File: src/rtl/pc_ctrl_pkg.sv
// Shared definitions for the PC controller: pcsel encodings, the controller
// state enum and the per-cycle action decode used by the controller and the decoder.
package pc_ctrl_pkg;

  // PC select encodings. 2'b10 is reserved and never driven.
  localparam logic [1:0] PCSEL_INC = 2'b00;  // pc + 1
  localparam logic [1:0] PCSEL_REL = 2'b01;  // pc + 1 + ain
  localparam logic [1:0] PCSEL_ABS = 2'b11;  // ain

  typedef enum logic [1:0] {
    ST_INIT  = 2'd0,
    ST_RUN   = 2'd1,
    ST_STALL = 2'd2
  } state_t;

  // What the controller does to the PC in a given cycle.
  typedef enum logic [2:0] {
    ACT_INIT   = 3'd0,  // hold PC at 0 after reset
    ACT_HOLD   = 3'd1,  // stall: PC reloads itself
    ACT_TRAP   = 3'd2,  // interrupt entry
    ACT_ERET   = 3'd3,  // return from handler
    ACT_JUMP   = 3'd4,  // absolute jump
    ACT_BRANCH = 3'd5,  // taken relative branch
    ACT_INC    = 3'd6   // sequential fetch
  } action_t;

  // Redirects are the actions that bump the taken counter; holds never do.
  function automatic logic is_redirect(input action_t act);
    return (act == ACT_TRAP) || (act == ACT_ERET) ||
           (act == ACT_JUMP) || (act == ACT_BRANCH);
  endfunction

endpackage

File: src/rtl/sat_cnt.sv
// Saturating up-counter: increments on inc, sticks at all-ones.
module sat_cnt #(
  parameter int WIDTH = 16
) (
  input  logic             clk,
  input  logic             reset,
  input  logic             inc,
  output logic [WIDTH-1:0] count
);

  // Count up on inc until the all-ones ceiling, then hold.
  always_ff @(posedge clk or posedge reset) begin
    if (reset) begin
      count <= '0;
    end else if (inc && (count != {WIDTH{1'b1}})) begin
      count <= count + WIDTH'(1);
    end
  end

endmodule

File: src/rtl/pc_ctrl.sv
// PC controller for a single-cycle datapath: selects the next-PC source
// (increment, relative branch, absolute target or self-reload hold) and
// manages interrupt entry/return and a saturating redirect counter.
module pc_ctrl
  import pc_ctrl_pkg::*;
#(
  parameter logic [31:0] TRAP_VEC  = 32'h0000_0040,
  parameter int unsigned INIT_HOLD = 2
) (
  input  logic        clk,
  input  logic        reset,
  input  logic [31:0] pc,
  input  logic        br_en,
  input  logic        br_zero,
  input  logic        jmp_en,
  input  logic        eret,
  input  logic        stall_req,
  input  logic        irq,
  input  logic [31:0] br_off,
  input  logic [31:0] jmp_tgt,
  output logic [1:0]  pcsel,
  output logic [31:0] ain,
  output logic [31:0] epc,
  output logic        irq_ack,
  output logic        in_handler,
  output logic [15:0] taken_cnt
);

  // Last value of the init counter before moving to RUN.
  localparam logic [3:0] HOLD_LAST = 4'(INIT_HOLD - 1);

  state_t     state, state_nxt;
  logic [3:0] init_cnt;
  action_t    action;

  // Pick this cycle's action from state and inputs in priority order.
  // NOTE: every variable driven here gets a default first, so no path can
  // leave it unassigned and infer a latch.
  always_comb begin
    action = ACT_INC;
    if (state == ST_INIT) begin
      action = ACT_INIT;
    end else if (irq && !in_handler && !stall_req) begin
      action = ACT_TRAP;
    end else if (stall_req) begin
      action = ACT_HOLD;
    end else if (eret && in_handler) begin
      action = ACT_ERET;
    end else if (jmp_en) begin
      action = ACT_JUMP;
    end else if (br_en && br_zero) begin
      action = ACT_BRANCH;
    end
  end

  // Map the action onto the PC select and its paired operand.
  always_comb begin
    pcsel = PCSEL_INC;
    ain   = '0;
    unique case (action)
      ACT_INIT:   begin pcsel = PCSEL_ABS; ain = '0;       end
      ACT_HOLD:   begin pcsel = PCSEL_ABS; ain = pc;       end
      ACT_TRAP:   begin pcsel = PCSEL_ABS; ain = TRAP_VEC; end
      ACT_ERET:   begin pcsel = PCSEL_ABS; ain = epc;      end
      ACT_JUMP:   begin pcsel = PCSEL_ABS; ain = jmp_tgt;  end
      ACT_BRANCH: begin pcsel = PCSEL_REL; ain = br_off;   end
      default:    begin pcsel = PCSEL_INC; ain = '0;       end
    endcase
  end

  // Next state: INIT counts out its hold, RUN/STALL follow stall_req.
  always_comb begin
    state_nxt = state;
    unique case (state)
      ST_INIT:  if (init_cnt == HOLD_LAST) state_nxt = ST_RUN;
      ST_RUN,
      ST_STALL: state_nxt = stall_req ? ST_STALL : ST_RUN;
      default:  state_nxt = ST_INIT;
    endcase
  end

  // State register and init hold counter.
  // NOTE: sequential state uses non-blocking assignments so every flop
  // samples pre-edge values regardless of statement order.
  always_ff @(posedge clk or posedge reset) begin
    if (reset) begin
      state    <= ST_INIT;
      init_cnt <= '0;
    end else begin
      state <= state_nxt;
      if (state == ST_INIT && init_cnt != HOLD_LAST) begin
        init_cnt <= init_cnt + 4'd1;
      end
    end
  end

  // Handler context: save return address on trap entry, clear on return.
  always_ff @(posedge clk or posedge reset) begin
    if (reset) begin
      epc        <= '0;
      in_handler <= 1'b0;
      irq_ack    <= 1'b0;
    end else begin
      irq_ack <= (action == ACT_TRAP);
      if (action == ACT_TRAP) begin
        epc        <= pc;
        in_handler <= 1'b1;
      end else if (action == ACT_ERET) begin
        in_handler <= 1'b0;
      end
    end
  end

  sat_cnt #(
    .WIDTH(16)
  ) u_taken_cnt (
    .clk   (clk),
    .reset (reset),
    .inc   (is_redirect(action)),
    .count (taken_cnt)
  );

endmodule
File: config.mk
export PLATFORM = sky130hd
export DESIGN_NAME = pc_ctrl
export DESIGN_NICKNAME = d
export VERILOG_FILES = /design/src/rtl/pc_ctrl_pkg.sv /design/src/rtl/sat_cnt.sv /design/src/rtl/pc_ctrl.sv
export SDC_FILE = /design/constraint.sdc
export NUM_CORES = 1
export LEC_CHECK = 0
export BUFFER_PORTS_ARGS = -buffer_cell sky130_fd_sc_hd__buf_2
export CAP_MARGIN = 20
export CORE_ASPECT_RATIO = 2
export CORE_UTILIZATION = 30
export DETAILED_ROUTE_END_ITERATION = 16
export PLACE_DENSITY = 0.61
export SYNTH_ARGS = -nofsm -noshare
export SYNTH_HDL_FRONTEND = slang
export SYNTH_SLANG_ARGS = --single-unit
File: constraint.sdc
create_clock -name clk -period 3.9 [get_ports clk]
set_clock_uncertainty 0.1 [all_clocks]
set_input_delay 0 -clock clk [delete_from_list [all_inputs] [get_ports clk]]
set_output_delay 0 -clock clk [all_outputs]
set_load 0.01 [all_outputs]
==> reports/results.txt <==
status -> completed
crit path DAT -> 2.79 ns
DR vias/cell -> 5.10
Clk pin slew, worst setup/hold paths -> 0.07 ns
die area -> 0.0108 mm²
Fmax -> 0.346 GHz
GR Util All Layers -> 19.2%
die height -> 146 µm
layout cells sized above 1 -> 42.7%
Period minus WS final -> 2.89 ns
max-cap viol count -> 0
worst hold slack -> 0.176 ns
largest net degree at the start of global routing -> 57
I/O pin count -> 188
core area -> 0.0101 mm²
port bufs -> 187
Final GP Congestion -> 0.901
Post-CTS Resized -> 0
hold path endpoint -> ain[31]
area share of the largest cell type after synthesis -> 45.0%
cell area power density -> 579 mW/mm²
top cells by area, synth -> dfrtp_1 45%, a222oi_1 10%, nand2_1 8.8%
Fin Setup TNS -> 0 ns
Req. time, crit path -> 3.80 ns
Reg2Reg Depth -> 4
critical path launch point type -> flop
per-cell routed wire length -> 15.7 µm
unrepaired setup endpoints after global routing -> no
# setup viols final -> 0
Final Routed Wirelength -> 10400 µm
Commonest cells post-synth -> 73 x nand2_1, 56 x dfrtp_1, 31 x a222oi_1
CTS sink cnt -> 56
synthesized area -> 0.00312 mm²
first-pass GRT wire length -> 15800 µm
Crit. Startpoint -> state[0]
Yosys reg bits -> 56
HP Class -> in2out
Core Rows -> 52
H-tree Lvls -> 2
max_slew headroom -> 32.0%
Final Hold Viols -> 0
max-slew violation count -> 0
Starting Density -> 30.9%
root buffer cell -> clkbuf_16
Area Growth Syn to Fin -> 50.6%
sequential area share after synthesis -> 45.0%
CP cell instances -> inv_1, ha_1, nor2_1, and3_1, buf_4, a222oi_1, nand2_1, buf_2
drt first pass iters -> 8
critical path type -> reg2out
most frequent cell after synthesis -> nand2_1
Slew @ Worst Pin -> 1.01 ns
# diodes -> 0
DRC -> 0
Synth Warn # -> 0
asr flop ratio synth -> 100%
Most used DFF post-synth -> dfrtp_1
FF-to-FF setup slack -> 1.56 ns
antenna violations before repair -> 0
CP Capture Type -> output pin
die width -> 74.1 µm
post-synth net total -> 416
placed cell count -> 619
Hold Path Depth -> 4
total CTS buffers -> 5
Syn Area/Cell -> 10.2 µm²
# nets final -> 635
Peak VDD IR -> 0.000291 V
Yosys top cell by area -> dfrtp_1
# Post-CTS Setup Buffers -> 0
Crit path largest cell delay -> 0.79 ns
Clock Latency Late Sink -> 0.29 ns
Post-DP HPWL -> 7400 µm
worst-case clock buffer depth -> 2
Unique masters post-synth -> 33
via count -> 3373
Leakage -> 2.43 nW
CTS tree -> yes
reg2reg start -> u_taken_cnt.count[2]
final period utilization -> 74.0%
grt total ovfl -> 0
maximum fanout along the worst path -> 22
worst-path cell with the longest stage delay -> and3_1
Detail Route Antenna Nets -> 0
HP Start -> br_off[31]
EDFF count, synth -> 0
final cell count without fillers -> 662
1st-iter DRT viols -> 258
vias in the first global route -> 3398
reg2reg end -> u_taken_cnt.count[14]
Post-Syn Instances -> 307
==> per-stage QoR <==
stage / cell area [µm²] / setup slack [ns] / util, % / power (mW)
after floorplan: 3120 / 1.81 / - / 1.71
after detailed placement: 4200 / 1.37 / 41.6 / 2.23
after global routing: 4690 / 0.806 / 46.6 / 2.92
after CTS: 4690 / 1.03 / 46.6 / 2.73
final: 4690 / 1.01 / 46.6 / 2.72
after global placement: 4200 / 1.45 / 41.6 / 2.21
==> per-layer routing <==
layer  vias up  global-route usage (%)  share of wire, %
met2       183                    36.6                55
li1       1570                       -                 -
met3        21                    2.35               5.8
met1      1599                    19.4                36
met5         -                       0                 0
met4         0                    9.33               3.3
==> flip-flops by register name (all words and copies together), names as in the netlist <==
name               cells
state                  2
irq_ack                1
u_taken_cnt.count     16
epc                   32
init_cnt               4
in_handler             1
==> worst max path at each step <==
stage	end	slack (ns)	cells after the start
after CTS	ain[29]	1.03	8
after global routing	ain[1]	0.81	8
after global placement	ain[31]	1.45	8
after floorplan	epc[11]	1.81	7
final	ain[29]	1.01	8
after detailed placement	ain[29]	1.37	8
==> final cells by class <==
class / instances / area, µm²
inverter: 8 / 30.0
clock buffer: 6 / 139
tap: 135 / 169
clock inverter: 2 / 10.0
timing repair buffer: 230 / 1350
fill: 955 / 5390
sequential: 56 / 1400
multi-input combinational: 225 / 1600
==> power breakdown <==
part           internal (mW)  total, mW  switching (mW)
Clock                  0.254      0.460           0.206
Sequential             0.818       1.03           0.211
Combinational          0.580       1.23           0.648
Total                   1.65       2.72            1.06
==> worst max-delay path, delay by kind of cell (launching register included) <==
kind / cells / cell delay [ns]
simple gates: 3 / 1.17
buf+inv: 3 / 0.53
flops: 1 / 0.38
compound gates: 1 / 0.11
fa+ha+maj: 1 / 0.29
==> repair_timing <==
action,CTS,global route
hold buffers,35,0
setup endpoints to repair,0,0
hold endpoints to repair,90,0
==> placed cells by master, fill, tap and decap left out, types with 9 or more instances in the layout <==
cell and count:
buf_2 187, nand2_1 73, dfrtp_1 56, dlygate4sd3_1 35, a222oi_1 31, mux2_1 20
mux2_2 17, nand3_1 9, nor2_1 9
==> cells by family after synthesis <==
| family | synth area share, % |
|---|---|
| AOI/OAI and AO/OA | 12.8 |
| and+or+nand+nor | 18.3 |
| xor gates and xnor gates | 4.22 |
| muxes | 13.7 |
| buffers and inverters | 4.09 |
| DFF | 45.0 |
| adders and majority gates | 2.01 |
Note: power is estimated with default switching activity, not from simulation.
